File: src/rtl/debounce_pkg.sv
// -----------------------------------------------------------------------------
// debounce_pkg
//   Shared constants and helpers for the debounce bank.
//   - DB_DEPTH_DEF : default number of equal samples needed to change level
//   - DB_SYNC_DEF  : default synchroniser depth
//   - DB_HOLD_DEF  : default long-press threshold in enable ticks (1 s @ 1 kHz)
//   - clog2()      : constant ceiling-log2, used to size the hold counter
// -----------------------------------------------------------------------------
package debounce_pkg;

    localparam int DB_DEPTH_DEF = 8;
    localparam int DB_SYNC_DEF  = 2;
    localparam int DB_HOLD_DEF  = 1000;

    // Ceiling log2; clog2(1) = 0, clog2(6) = 3, clog2(1001) = 10.
    function automatic int clog2(input int value);
        int v;
        int r;
        v = value - 1;
        r = 0;
        while (v > 0) begin
            r = r + 1;
            v = v >> 1;
        end
        return r;
    endfunction

endpackage

File: src/rtl/debounce_ch.sv
// -----------------------------------------------------------------------------
// debounce_ch
//   One debounce channel: synchroniser, DEPTH-sample filter, clean level flop,
//   registered edge pulses and a saturating hold counter for long presses.
//
// Ports
//   Clk100MHz : system clock
//   reset_n   : synchronous, active-low reset (clears every register)
//   en_i      : one-clock sample enable (nominally 1 kHz)
//   sig_i     : raw asynchronous input
//   clean_o   : debounced level
//   rise_o    : one-clock pulse, one clock after clean_o goes 0->1
//   fall_o    : one-clock pulse, one clock after clean_o goes 1->0
//   long_o    : one-clock pulse once a press has lasted HOLD_TICKS ticks
//
// Enable semantics: en_i is a plain qualifier, sampled on every rising edge.
// Each clock it is high counts as one sample, including back-to-back highs.
// -----------------------------------------------------------------------------
module debounce_ch
    import debounce_pkg::*;
#(
    parameter int DEPTH       = DB_DEPTH_DEF,
    parameter int SYNC_STAGES = DB_SYNC_DEF,
    parameter int HOLD_TICKS  = DB_HOLD_DEF
) (
    input  logic Clk100MHz,
    input  logic reset_n,
    input  logic en_i,
    input  logic sig_i,
    output logic clean_o,
    output logic rise_o,
    output logic fall_o,
    output logic long_o
);

    localparam int             CW     = clog2(HOLD_TICKS + 1);
    localparam logic [CW-1:0]  HOLD_C = CW'(HOLD_TICKS);

    logic [SYNC_STAGES-1:0] sync_q,  sync_d;
    logic [DEPTH-1:0]       shift_q, shift_d;
    logic                   clean_q, clean_d;
    logic                   clean_dly_q;
    logic                   rise_q,  rise_d;
    logic                   fall_q,  fall_d;
    logic [CW-1:0]          cnt_q,   cnt_d;
    logic                   at_hold;
    logic                   at_hold_dly_q;
    logic                   long_q,  long_d;
    logic                   s_sync;

    assign s_sync  = sync_q[SYNC_STAGES-1];
    assign at_hold = (cnt_q == HOLD_C);

    always_comb begin
        sync_d  = {sync_q[SYNC_STAGES-2:0], sig_i};
        shift_d = shift_q;
        clean_d = clean_q;
        cnt_d   = cnt_q;

        if (en_i) begin
            shift_d = {shift_q[DEPTH-2:0], s_sync};
            // Decision uses the register as it stood before this sample.
            if (&shift_q) begin
                clean_d = 1'b1;
            end else if (~|shift_q) begin
                clean_d = 1'b0;
            end
            // Counter looks at the clean level before this tick's update.
            if (!clean_q) begin
                cnt_d = '0;
            end else if (cnt_q < HOLD_C) begin
                cnt_d = cnt_q + 1'b1;
            end
        end

        // Edge pulses are evaluated every clock, so they are never stretched
        // by a long enable.
        rise_d = clean_q & ~clean_dly_q;
        fall_d = ~clean_q & clean_dly_q;

        // The counter saturates, so the first clock at the threshold is the
        // only one that can fire; one shot per press.
        long_d = at_hold & ~at_hold_dly_q;
    end

    always_ff @(posedge Clk100MHz) begin
        if (!reset_n) begin
            sync_q        <= '0;
            shift_q       <= '0;
            clean_q       <= 1'b0;
            clean_dly_q   <= 1'b0;
            rise_q        <= 1'b0;
            fall_q        <= 1'b0;
            cnt_q         <= '0;
            at_hold_dly_q <= 1'b0;
            long_q        <= 1'b0;
        end else begin
            sync_q        <= sync_d;
            shift_q       <= shift_d;
            clean_q       <= clean_d;
            clean_dly_q   <= clean_q;
            rise_q        <= rise_d;
            fall_q        <= fall_d;
            cnt_q         <= cnt_d;
            at_hold_dly_q <= at_hold;
            long_q        <= long_d;
        end
    end

    assign clean_o = clean_q;
    assign rise_o  = rise_q;
    assign fall_o  = fall_q;
    assign long_o  = long_q;

endmodule

File: src/rtl/debounce_bank.sv
// -----------------------------------------------------------------------------
// debounce_bank
//   NUM_CH independent debounce channels sharing one clock, reset and sample
//   enable. Sits between the raw button/switch pins and the game FSM.
//
// Ports
//   Clk100MHz  : system clock
//   reset_n    : synchronous, active-low reset
//   Clk1KHzEn  : one-clock sample enable, nominally 1 kHz
//   sig        : raw asynchronous inputs, bit i = channel i
//   sig_clean  : debounced levels
//   rise_pulse : one-clock pulse per clean 0->1 change
//   fall_pulse : one-clock pulse per clean 1->0 change
//   long_press : one-clock pulse when a press has lasted HOLD_TICKS ticks
//
// All outputs come straight from flops; nothing combinational from sig.
// -----------------------------------------------------------------------------
module debounce_bank
    import debounce_pkg::*;
#(
    parameter int NUM_CH      = 4,
    parameter int DEPTH       = DB_DEPTH_DEF,
    parameter int SYNC_STAGES = DB_SYNC_DEF,
    parameter int HOLD_TICKS  = DB_HOLD_DEF
) (
    input  logic              Clk100MHz,
    input  logic              reset_n,
    input  logic              Clk1KHzEn,
    input  logic [NUM_CH-1:0] sig,
    output logic [NUM_CH-1:0] sig_clean,
    output logic [NUM_CH-1:0] rise_pulse,
    output logic [NUM_CH-1:0] fall_pulse,
    output logic [NUM_CH-1:0] long_press
);

    for (genvar i = 0; i < NUM_CH; i++) begin : g_ch
        debounce_ch #(
            .DEPTH       (DEPTH),
            .SYNC_STAGES (SYNC_STAGES),
            .HOLD_TICKS  (HOLD_TICKS)
        ) u_ch (
            .Clk100MHz (Clk100MHz),
            .reset_n   (reset_n),
            .en_i      (Clk1KHzEn),
            .sig_i     (sig[i]),
            .clean_o   (sig_clean[i]),
            .rise_o    (rise_pulse[i]),
            .fall_o    (fall_pulse[i]),
            .long_o    (long_press[i])
        );
    end

endmodule

File: config.mk
export PLATFORM = sky130hd
export DESIGN_NAME = debounce_bank
export DESIGN_NICKNAME = d
export VERILOG_FILES = /design/src/rtl/debounce_pkg.sv /design/src/rtl/debounce_ch.sv /design/src/rtl/debounce_bank.sv
export SDC_FILE = /design/constraint.sdc
export NUM_CORES = 1
export LEC_CHECK = 0
export CAP_MARGIN = 5
export CORE_AREA = 5 5 96 98
export CTS_CLUSTER_DIAMETER = 30
export DETAILED_ROUTE_END_ITERATION = 7
export DIE_AREA = 0 0 101 103
export DONT_BUFFER_PORTS = 1
export PLACE_DENSITY = 0.82
export SYNTH_ARGS = -nofsm -noshare
export SYNTH_HDL_FRONTEND = slang
export SYNTH_SLANG_ARGS = --single-unit
File: constraint.sdc
create_clock -name Clk100MHz -period 1.4 [get_ports Clk100MHz]
set_input_delay 0.21 -clock Clk100MHz [delete_from_list [all_inputs] [get_ports Clk100MHz]]
set_output_delay 0.21 -clock Clk100MHz [all_outputs]
set_load 0.01 [all_outputs]
==> results of run 1 <==
-- critical path: cells and delay by family, from the launching register on --
family | cells | cell delay [ns]
AO/OA/AOI/OAI | 1 | 0.10
flip-flops | 1 | 0.39
AND/OR/NAND/NOR | 3 | 0.86
-- final cells by class --
type	count	area, sq um
Fill cell	607	2730
Inverter	22	82.6
Clock buffer	9	124
Sequential cell	104	2140
Tap cell	108	135
Timing Repair Buffer	83	699
Multi-Input combinational cell	337	2370
Clock inverter	7	103
-- report_power, final --
part | switching [mW] | internal, mW | leakage [nW]
Sequential | 0.00751 | 2.96 | 0.858
Clock | 1.08 | 1.03 | 0.116
Combinational | 0.103 | 0.0905 | 1.17
Total | 1.19 | 4.08 | 2.14
-- cell families (layout without fill, tap and decap cells) --
logic type	after synthesis	count (layout)	synth area share
AOI/OAI and AO/OA	95	95	0.158
adders and majority gates	8	8	0.0218
buffers and inverters	62	121	0.0673
DFF	104	104	0.453
muxes	34	34	0.0743
and+or+nand+nor	200	200	0.225
-- how the worst max path moves through the flow --
stage,startpoint,to,slack [ns],cells after the start
after floorplan,g_ch[2].u_ch.cnt_q[3],g_ch[2].u_ch.cnt_q[9],0.01,4
after global placement,g_ch[2].u_ch.cnt_q[3],g_ch[2].u_ch.cnt_q[5],0.03,4
after detailed placement,g_ch[3].u_ch.cnt_q[0],g_ch[3].u_ch.cnt_q[8],-0.05,5
after CTS,g_ch[1].u_ch.cnt_q[5],g_ch[1].u_ch.cnt_q[9],-0.004,4
after global routing,g_ch[1].u_ch.cnt_q[0],g_ch[1].u_ch.cnt_q[8],-0.13,5
final,g_ch[1].u_ch.cnt_q[3],g_ch[1].u_ch.cnt_q[9],-0.04,4
-- metrics by stage --
stage                     instance area [sq um]  setup TNS [ns]  instances   util  setup slack, ns
after floorplan                            4600               0        503      -           0.0139
after global placement                     4960               0        628  0.592           0.0251
after detailed placement                   4960         -0.0882        628  0.592          -0.0455
after CTS                                  5340        -0.00859        655  0.637         -0.00426
after global routing                       5650          -0.971        670  0.674           -0.128
final                                      5650          -0.124        670  0.674          -0.0447
-- state kept, by name (all words and copies together), names as in the netlist --
register	flops
g_ch.u_ch.at_hold_dly_q	4
g_ch.u_ch.clean_dly_q	4
g_ch.u_ch.clean_o	4
g_ch.u_ch.cnt_q	40
g_ch.u_ch.fall_o	4
g_ch.u_ch.long_o	4
g_ch.u_ch.rise_o	4
g_ch.u_ch.shift_q	32
g_ch.u_ch.sync_q	8
-- cells in the final DEF, fill, tap and decap left out, drive strengths merged, types with 10 or more instances in the layout --
cell type  count
nand3         19
buf           75
inv           25
nor2          53
dfxtp        104
nand4         19
a21oi         22
mux2i         33
o21ai         10
nand2         43
-- routing by layer --
| metal | part of all wire | up-vias | routed length (um) | track usage |
|---|---|---|---|---|
| met3 | 0.072 | 34 | 785 | 0.0372 |
| met1 | 0.41 | 1882 | 4500 | 0.243 |
| li1 | - | 1937 | - | - |
| met2 | 0.49 | 154 | 5400 | 0.333 |
| met5 | 0 | - | 0 | 0 |
| met4 | 0.026 | 0 | 283 | 0.0941 |
-- repair_timing --
action / CTS / global route
hold buffers: 7 / 2
endpoints found under the hold margin: 33 / 6
pin swaps: 5 / 21
setup endpoints to repair: 8 / 36
gates resized for setup: 12 / 64
buffers inserted: 4 / 14
==> flow_summary.json, run 1 <==
{
  "worst_slack_ns": -0.0447,
  "required_ns": 1.68,
  "areaGrowthSynthToFinish_pct": 23.0,
  "worstMarginPinSlew_ns": 0.336,
  "synthTopCellsByArea": "dfxtp_1 45%, mux2i_1 7.2%, nor2_1 4.3%, nand2_1 3.5%, buf_4 2.8%",
  "viasPerCell": 5.98,
  "leakage_nw": 2.14,
  "drive_gt1_frac": 0.290,
  "path_max_fanout": 4,
  "detail-route-antenna-nets": 0,
  "relSlewSlack": 0.775,
  "cts.sinks": 104,
  "clockRootBuffer": "clkbuf_8",
  "synth_warnings": 0,
  "ys_ff_latch": 104,
  "yosysTopAreaCell": "dfxtp_1",
  "finalHoldViolations": 1,
  "r2r_cells": 4,
  "die_y_um": 103,
  "wirelength_mm": 11.0,
  "yosysMostFrequentCell": "dfxtp_1",
  "synthArstFlopShare": 0,
  "setup_viol_count_final": 5,
  "wl_per_cell_um": 16.4,
  "die_w_um": 101,
  "max-vdd-ir-drop_mv": 0.447,
  "path_class": "register to register",
  "hold_depth": 2,
  "portBuffers": 0,
  "syn_nets": 518,
  "avgSynthCellArea_sq_um": 9.13,
  "h-tree-depth": 3,
  "cp.arrival_ns": 1.72,
  "gr-total-overflow": 0,
  "ios": 23,
  "worstHoldStart": "reset_n",
  "routabilityCongestion": 0.867,
  "r2r-start": "g_ch[1].u_ch.cnt_q[3]",
  "synth_ff_type": "dfxtp_1",
  "drt-pass1-iter-count": 5,
  "rsz0062_at_grt": "yes",
  "crit_chain": "and3_1 > nand3_2 > or4_4 > o311ai_2",
  "fin_crit_sh": 1.03,
  "coreArea_sq_um": 8380,
  "synth_seq_area_share": 0.453,
  "reg2reg_slack_ns": -0.04,
  "maxCapViolations": 0,
  "max_freq_ghz": 0.692,
  "layout_min_cycle_time_ns": 1.44,
  "dp_hpwl_mm": 6.36,
  "dieArea_sq_um": 10400,
  "power.density_nw_per_um2": 932,
  "cts_tree": "yes",
  "clock_latency_ns": 0.37,
  "finalMaxSlewViolations": 0,
  "antenna_cells": 0,
  "skew_ns": 0.0105,
  "hold-worst-slack_ns": -0.000880,
  "finalPower_mw": 5.27,
  "outcome": "finished with violations",
  "synth_common_cells": "104 x dfxtp_1, 53 x nor2_1, 43 x nand2_1, 33 x mux2i_1",
  "end_kind": "register",
  "num_vias": 4007,
  "violations": "negative hold slack, negative setup slack",
  "max_stage_delay_ns": 0.50,
  "cts_inserted_buffers": 9,
  "grt_start_max_net_pins": 58,
  "initial_core_util": 0.548,
  "nets": 572,
  "grt_pass1_vias": 3718,
  "antenna_found_initial": 0,
  "synth_edf_count": 0,
  "rows": 34,
  "synth_cell_type_count": 56,
  "start_kind": "register",
  "hold_path_class": "input port to register",
  "clockBufferDepth": 2,
  "grt_pass1_wl_mm": 16.7,
  "synth_area_sq_um": 4590,
  "hold_end": "g_ch[0].u_ch.cnt_q[6]",
  "drc": 0,
  "grt_usage": 0.197,
  "r2r_end": "g_ch[1].u_ch.cnt_q[9]",
  "slowest_stage": "or4_4",
  "clkTransAtPathRegs_ns": 0.10,
  "synth_top_area_share": 0.453,
  "synthesis.instances": 503,
  "drt-initial-drc-count": 261
}
Note: power is estimated with default switching activity, not from simulation.
==> run 2, diff against run 1 <==
--- a/config.mk
+++ b/config.mk
@@ -6,12 +6,14 @@
 export NUM_CORES = 1
 export LEC_CHECK = 0
 export CAP_MARGIN = 5
-export CORE_AREA = 5 5 96 98
+export CELL_PAD_IN_SITES_DETAIL_PLACEMENT = 1
+export CELL_PAD_IN_SITES_GLOBAL_PLACEMENT = 1
+export CORE_AREA = 5 5 109 111
 export CTS_CLUSTER_DIAMETER = 30
 export DETAILED_ROUTE_END_ITERATION = 7
-export DIE_AREA = 0 0 101 103
+export DIE_AREA = 0 0 114 116
 export DONT_BUFFER_PORTS = 1
-export PLACE_DENSITY = 0.82
+export PLACE_DENSITY = 0.81
 export SYNTH_ARGS = -nofsm -noshare
 export SYNTH_HDL_FRONTEND = slang
 export SYNTH_SLANG_ARGS = --single-unit
==> run 2 against run 1 <==
  * The flow finishes with violations (negative setup slack)
  * Sequential share of layout area is 1.5 points lower
  * Count of clock-buffer cells in the layout rose by 2
  * Highest routed layer unchanged
  * Maximum frequency fell by 2.8%
  * Final area increased by 5.0%
  * Final cell count increased by 6.6%
  * Total power decreased by 7.2%
  * Worst setup slack worse by 0.042 ns
  * Critical path type unchanged
==> flow_summary.json, run 2 (synthesis results as in run 1) <==
{
  "outcome": "finished with violations",
  "violations": "negative setup slack",
  "clkTransAtPathRegs_ns": 0.10,
  "p_sw_mw": 1.19,
  "power_frac_clock": 0.348,
  "dp_hpwl_mm": 8.24,
  "power_frac_comb": 0.048,
  "path_class": "register to register",
  "drt-pass1-iter-count": 4,
  "start_kind": "register",
  "antenna_cells": 0,
  "setup_viol_count_final": 14,
  "drive_gt1_frac": 0.343,
  "h-tree-depth": 3,
  "worst_slack_ns": -0.0867,
  "cts_inserted_buffers": 9,
  "end_kind": "register",
  "r2r_cells": 6,
  "placed_area_sq_um": 5040,
  "hold_path_class": "input port to register",
  "maxCapViolations": 0,
  "drc": 0,
  "clock_latency_ns": 0.39,
  "largest_reg_flops": 40,
  "skew_ns": 0.0174,
  "max_freq_ghz": 0.673,
  "areaGrowthSynthToFinish_pct": 29.2,
  "largestRegisters": "g_ch.u_ch.cnt_q x40, g_ch.u_ch.shift_q x32, g_ch.u_ch.sync_q x8",
  "die_y_um": 116,
  "clockBufferDepth": 2,
  "mostFrequentLayoutCell": "buf_4",
  "finalMaxSlewViolations": 0,
  "dpl_worst_slack_ns": -0.0960,
  "sequentialPowerShare": 0.604,
  "hold_depth": 1,
  "regMostFlops": "g_ch.u_ch.cnt_q",
  "cp.arrival_ns": 1.77,
  "power.density_nw_per_um2": 824,
  "cts_tree": "yes",
  "fin_crit_sh": 1.06,
  "grt_pass1_wl_mm": 22.2,
  "wl_per_cell_um": 22.2,
  "max-vdd-ir-drop_mv": 0.466,
  "portBuffers": 0,
  "dieArea_sq_um": 13200,
  "leakage_nw": 2.24,
  "viasPerCell": 6.04,
  "rows": 38,
  "detail-route-antenna-nets": 0,
  "worstMarginPinSlew_ns": 0.980,
  "nets": 588,
  "layout_min_cycle_time_ns": 1.49,
  "die_w_um": 114,
  "num_vias": 4316,
  "clockRootBuffer": "clkbuf_8",
  "drt-initial-drc-count": 316,
  "layout_common_cells": "74 x buf_4, 70 x dfxtp_1, 50 x nor2_1, 38 x nand2_1, 33 x mux2i_1",
  "initial_core_util": 0.429,
  "grt_pass1_vias": 4481,
  "required_ns": 1.68,
  "antenna_found_initial": 0,
  "ios": 23,
  "fin_area_sq_um": 5930,
  "relSlewSlack": 0.347,
  "rsz0062_at_grt": "yes",
  "grt_usage": 0.211,
  "routabilityCongestion": 0.797,
  "cts.sinks": 104,
  "p_int_mw": 3.70,
  "switching_share": 0.243,
  "coreArea_sq_um": 10700,
  "path_max_fanout": 8,
  "gr-total-overflow": 0,
  "finalHoldViolations": 0,
  "wirelength_mm": 15.8,
  "grt_start_max_net_pins": 45
}
[run 2: changes by cell type in the layout (fill, tap and decap cells not counted), moves of 4 or more]
cell,delta
buf_4,+7
dfxtp_2,-4
dfxtp_4,+6
dlygate4sd3_1,+5
[run 2: area by class of cell]
class	instances	area, sq um
clock buffers	11	141
multi-input cells	337	2510
clock inverters	1	7.51
repair buffers	99	857
fillers	1204	4760
inverters	22	82.6
flip-flops and latches	104	2160
well taps	140	175
[run 2: power groups by stage]
stage	Clock, mW	Combinational (mW)	Sequential [mW]
floorplan	0	0.143	3.05
global placement	0	0.137	3.05
detailed placement	0	0.143	3.05
CTS	1.69	0.211	2.98
global route	1.82	0.249	2.96
finish	1.70	0.235	2.95
[run 2: worst paths after layout]
| check | start | endpoint | slack (ns) |
|---|---|---|---|
| hold reg to reg | g_ch[3].u_ch.at_hold_dly_q | g_ch[3].u_ch.long_o | 0.40 |
| hold / removal | reset_n | g_ch[0].u_ch.fall_o | 0.02 |
| setup / recovery | g_ch[3].u_ch.cnt_q[5] | g_ch[3].u_ch.cnt_q[5] | -0.09 |
| setup reg to reg | g_ch[3].u_ch.cnt_q[5] | g_ch[3].u_ch.cnt_q[5] | -0.09 |
[run 2: what timing repair did]
item	CTS	global route
cloned	0	0
pin swaps	8	28
setup buffers	8	14
endpoints found under the setup margin	29	49
hold endpoints to repair	53	0
resized for setup	21	103
hold buffers	15	0
[run 2: critical path, cell delays in order, from the launching register on]
cell and delay (ns):
dfxtp_4 0.37, buf_6 0.13, and4_4 0.15, nand3b_1 0.13
nand4_1 0.17, buf_4 0.19, o32ai_1 0.24
[run 2: routing by layer]
metal | GRT usage | wire length (um) | up-vias
li1 | - | - | 1955
met1 | 0.239 | 6220 | 2173
met2 | 0.383 | 8130 | 125
met3 | 0.0439 | 760 | 63
met4 | 0.0934 | 713 | 0
met5 | 0 | 0 | -
[run 2: stage by stage]
stage	util	TNS, ns	cells	hold WS [ns]	power, mW
floorplan	-	0	503	0.337	3.19
finish	0.555	-0.636	714	0.0169	4.89
detailed placement	0.471	-1.11	666	0.330	3.19
global route	0.555	-2.40	714	0.00592	5.03
CTS	0.510	-0.128	701	0.00283	4.87
global placement	0.471	-0.0173	666	0.318	3.19
==> run 3, diff against run 2 <==
--- a/config.mk
+++ b/config.mk
@@ -8,12 +8,12 @@
 export CAP_MARGIN = 5
 export CELL_PAD_IN_SITES_DETAIL_PLACEMENT = 1
 export CELL_PAD_IN_SITES_GLOBAL_PLACEMENT = 1
-export CORE_AREA = 5 5 109 111
+export CORE_AREA = 5 5 103 105
 export CTS_CLUSTER_DIAMETER = 30
 export DETAILED_ROUTE_END_ITERATION = 7
-export DIE_AREA = 0 0 114 116
+export DIE_AREA = 0 0 108 110
 export DONT_BUFFER_PORTS = 1
-export PLACE_DENSITY = 0.81
+export PLACE_DENSITY = 0.86
 export SYNTH_ARGS = -nofsm -noshare
 export SYNTH_HDL_FRONTEND = slang
 export SYNTH_SLANG_ARGS = --single-unit
==> constraint.sdc (replaced) <==
create_clock -name Clk100MHz -period 1.6 [get_ports Clk100MHz]
set_input_delay 0.24 -clock Clk100MHz [delete_from_list [all_inputs] [get_ports Clk100MHz]]
set_output_delay 0.24 -clock Clk100MHz [all_outputs]
set_load 0.01 [all_outputs]
==> run 3 against run 2 <==
  * The run now ends clean
  * Clock skew about the same
  * Register-to-register slack better by 0.15 ns
  * Maximum frequency fell by 3.0%
  * Critical path depth fell by 2
  * Worst setup slack better by 0.15 ns
  * Combinational power fell by 36%
  * Final cell count is 9.0% lower
  * Routed wire length is 27% lower
  * Utilization is 2.3 points lower
  * Critical path type unchanged
==> flow_summary.json, run 3 (synthesis results as in run 1) <==
{
  "outcome": "completed",
  "detail-route-antenna-nets": 0,
  "dp_cells": 625,
  "portBuffers": 0,
  "die_y_um": 110,
  "fin_util": 0.531,
  "finalHoldViolations": 0,
  "clockBufferDepth": 2,
  "start_kind": "register",
  "crit_chain": "and3_1 > nand3_1 > or4_1 > o311ai_0",
  "antenna_found_initial": 0,
  "fin_crit_sh": 0.958,
  "placed_area_sq_um": 4760,
  "cts_tree": "yes",
  "grt_pass1_vias": 4059,
  "switching_share": 0.225,
  "regMostFlops": "g_ch.u_ch.cnt_q",
  "mostFrequentLayoutCell": "dfxtp_1",
  "p_sw_mw": 0.982,
  "path_buf_inv": 0,
  "max_stage_delay_ns": 0.49,
  "die_w_um": 108,
  "dp_hpwl_mm": 7.47,
  "max-vdd-ir-drop_mv": 0.442,
  "path_max_fanout": 6,
  "areaGrowthSynthToFinish_pct": 10.5,
  "power.density_nw_per_um2": 858,
  "wl_per_cell_um": 17.8,
  "power_frac_clock": 0.367,
  "end_kind": "register",
  "setup_viol_count_final": 0,
  "clockRootBuffer": "clkbuf_8",
  "nets": 527,
  "cp.arrival_ns": 1.78,
  "maxCapViolations": 0,
  "p_int_mw": 3.37,
  "coreArea_sq_um": 9550,
  "clkTransAtPathRegs_ns": 0.11,
  "drive_gt1_frac": 0.143,
  "grt_pass1_wl_mm": 19.4,
  "viasPerCell": 5.87,
  "wirelength_mm": 11.6,
  "required_ns": 1.85,
  "layout_common_cells": "95 x dfxtp_1, 52 x nor2_1, 43 x nand2_1, 33 x mux2i_1, 28 x buf_4",
  "gr-total-overflow": 0,
  "routabilityCongestion": 0.894,
  "path_class": "register to register",
  "setup_tns_ns": 0,
  "drt-pass1-iter-count": 4,
  "cts_inserted_buffers": 9,
  "power_frac_comb": 0.035,
  "finalMaxSlewViolations": 0,
  "slowest_stage": "or4_1",
  "fin_cells": 650,
  "cts.sinks": 104,
  "max_freq_ghz": 0.653,
  "ios": 23,
  "worstMarginPinSlew_ns": 0.535,
  "finalPower_mw": 4.36,
  "initial_core_util": 0.481,
  "clock_latency_ns": 0.37,
  "grt_usage": 0.202,
  "rows": 36,
  "largestRegisters": "g_ch.u_ch.cnt_q x40, g_ch.u_ch.shift_q x32, g_ch.u_ch.sync_q x8",
  "drt-initial-drc-count": 235,
  "leakage_nw": 1.85,
  "cp_top_family": "simple AND/OR/NAND/NOR gates",
  "antenna_cells": 0,
  "relSlewSlack": 0.643,
  "grt_start_max_net_pins": 54,
  "fin_area_sq_um": 5070,
  "sequentialPowerShare": 0.599,
  "num_vias": 3816,
  "drc": 0,
  "skew_ns": 0.0170,
  "dieArea_sq_um": 11900,
  "layout_min_cycle_time_ns": 1.53,
  "hold_path_class": "input port to register",
  "largest_reg_flops": 40,
  "h-tree-depth": 3
}
[run 3: cell types whose count changed in the layout (fill, tap and decap cells not counted), moves of 4 or more]
cell,change
a21oi_2,-4
a21oi_1,+4
dfxtp_4,-14
dfxtp_1,+25
dlygate4sd3_1,-4
dfxtp_2,-11
nand2_1,+5
buf_4,-46
buf_6,-7
[run 3: worst paths after layout]
check,start,end,slack [ns],cells past startpoint
worst min register to register,g_ch[2].u_ch.at_hold_dly_q,g_ch[2].u_ch.long_o,0.39,1
worst max-delay path,g_ch[1].u_ch.cnt_q[4],g_ch[1].u_ch.cnt_q[9],0.07,4
worst max register to register,g_ch[1].u_ch.cnt_q[4],g_ch[1].u_ch.cnt_q[9],0.07,4
worst min-delay path,reset_n,g_ch[2].u_ch.cnt_q[7],0.009,2
[run 3: timing repair]
| action | in CTS | in global routing |
|---|---|---|
| gates resized for setup | 0 | 14 |
| hold buffers | 6 | 3 |
| hold endpoints to repair | 10 | 3 |
| setup endpoints to repair | 0 | 21 |
| setup buffers | 0 | 0 |
[run 3: power by group through the flow]
stage / combinational (mW) / sequential (mW) / clock (mW)
2_1_floorplan: 0.124 / 2.67 / 0
3_3_place_gp: 0.118 / 2.67 / 0
3_5_place_dp: 0.124 / 2.67 / 0
4_1_cts: 0.144 / 2.61 / 1.63
5_1_grt: 0.163 / 2.61 / 1.73
6_report: 0.151 / 2.61 / 1.60
[run 3: stage by stage]
step | hold slack (ns) | setup slack [ns]
6_report | 0.00945 | 0.0679
5_1_grt | 0.00305 | -0.0104
4_1_cts | 0.00123 | 0.00402
3_5_place_dp | 0.349 | 0.0195
3_3_place_gp | 0.352 | 0.0783
2_1_floorplan | 0.367 | 0.170
[run 3: area by class of cell]
cell class | count | area [sq um]
Fill cell | 1122 | 4470
Multi-Input combinational cell | 337 | 2220
Sequential cell | 104 | 2090
Timing Repair Buffer | 38 | 320
Clock buffer | 13 | 169
Tap cell | 133 | 166
Inverter | 22 | 82.6
Clock inverter | 3 | 25.0
[run 3: routing by layer]
metal / vias up / wire [um] / GRT usage
met5: - / 0 / 0
met4: 0 / 136 / 0.0703
met3: 12 / 391 / 0.0373
met2: 48 / 5970 / 0.361
met1: 1924 / 5060 / 0.245
li1: 1832 / - / -
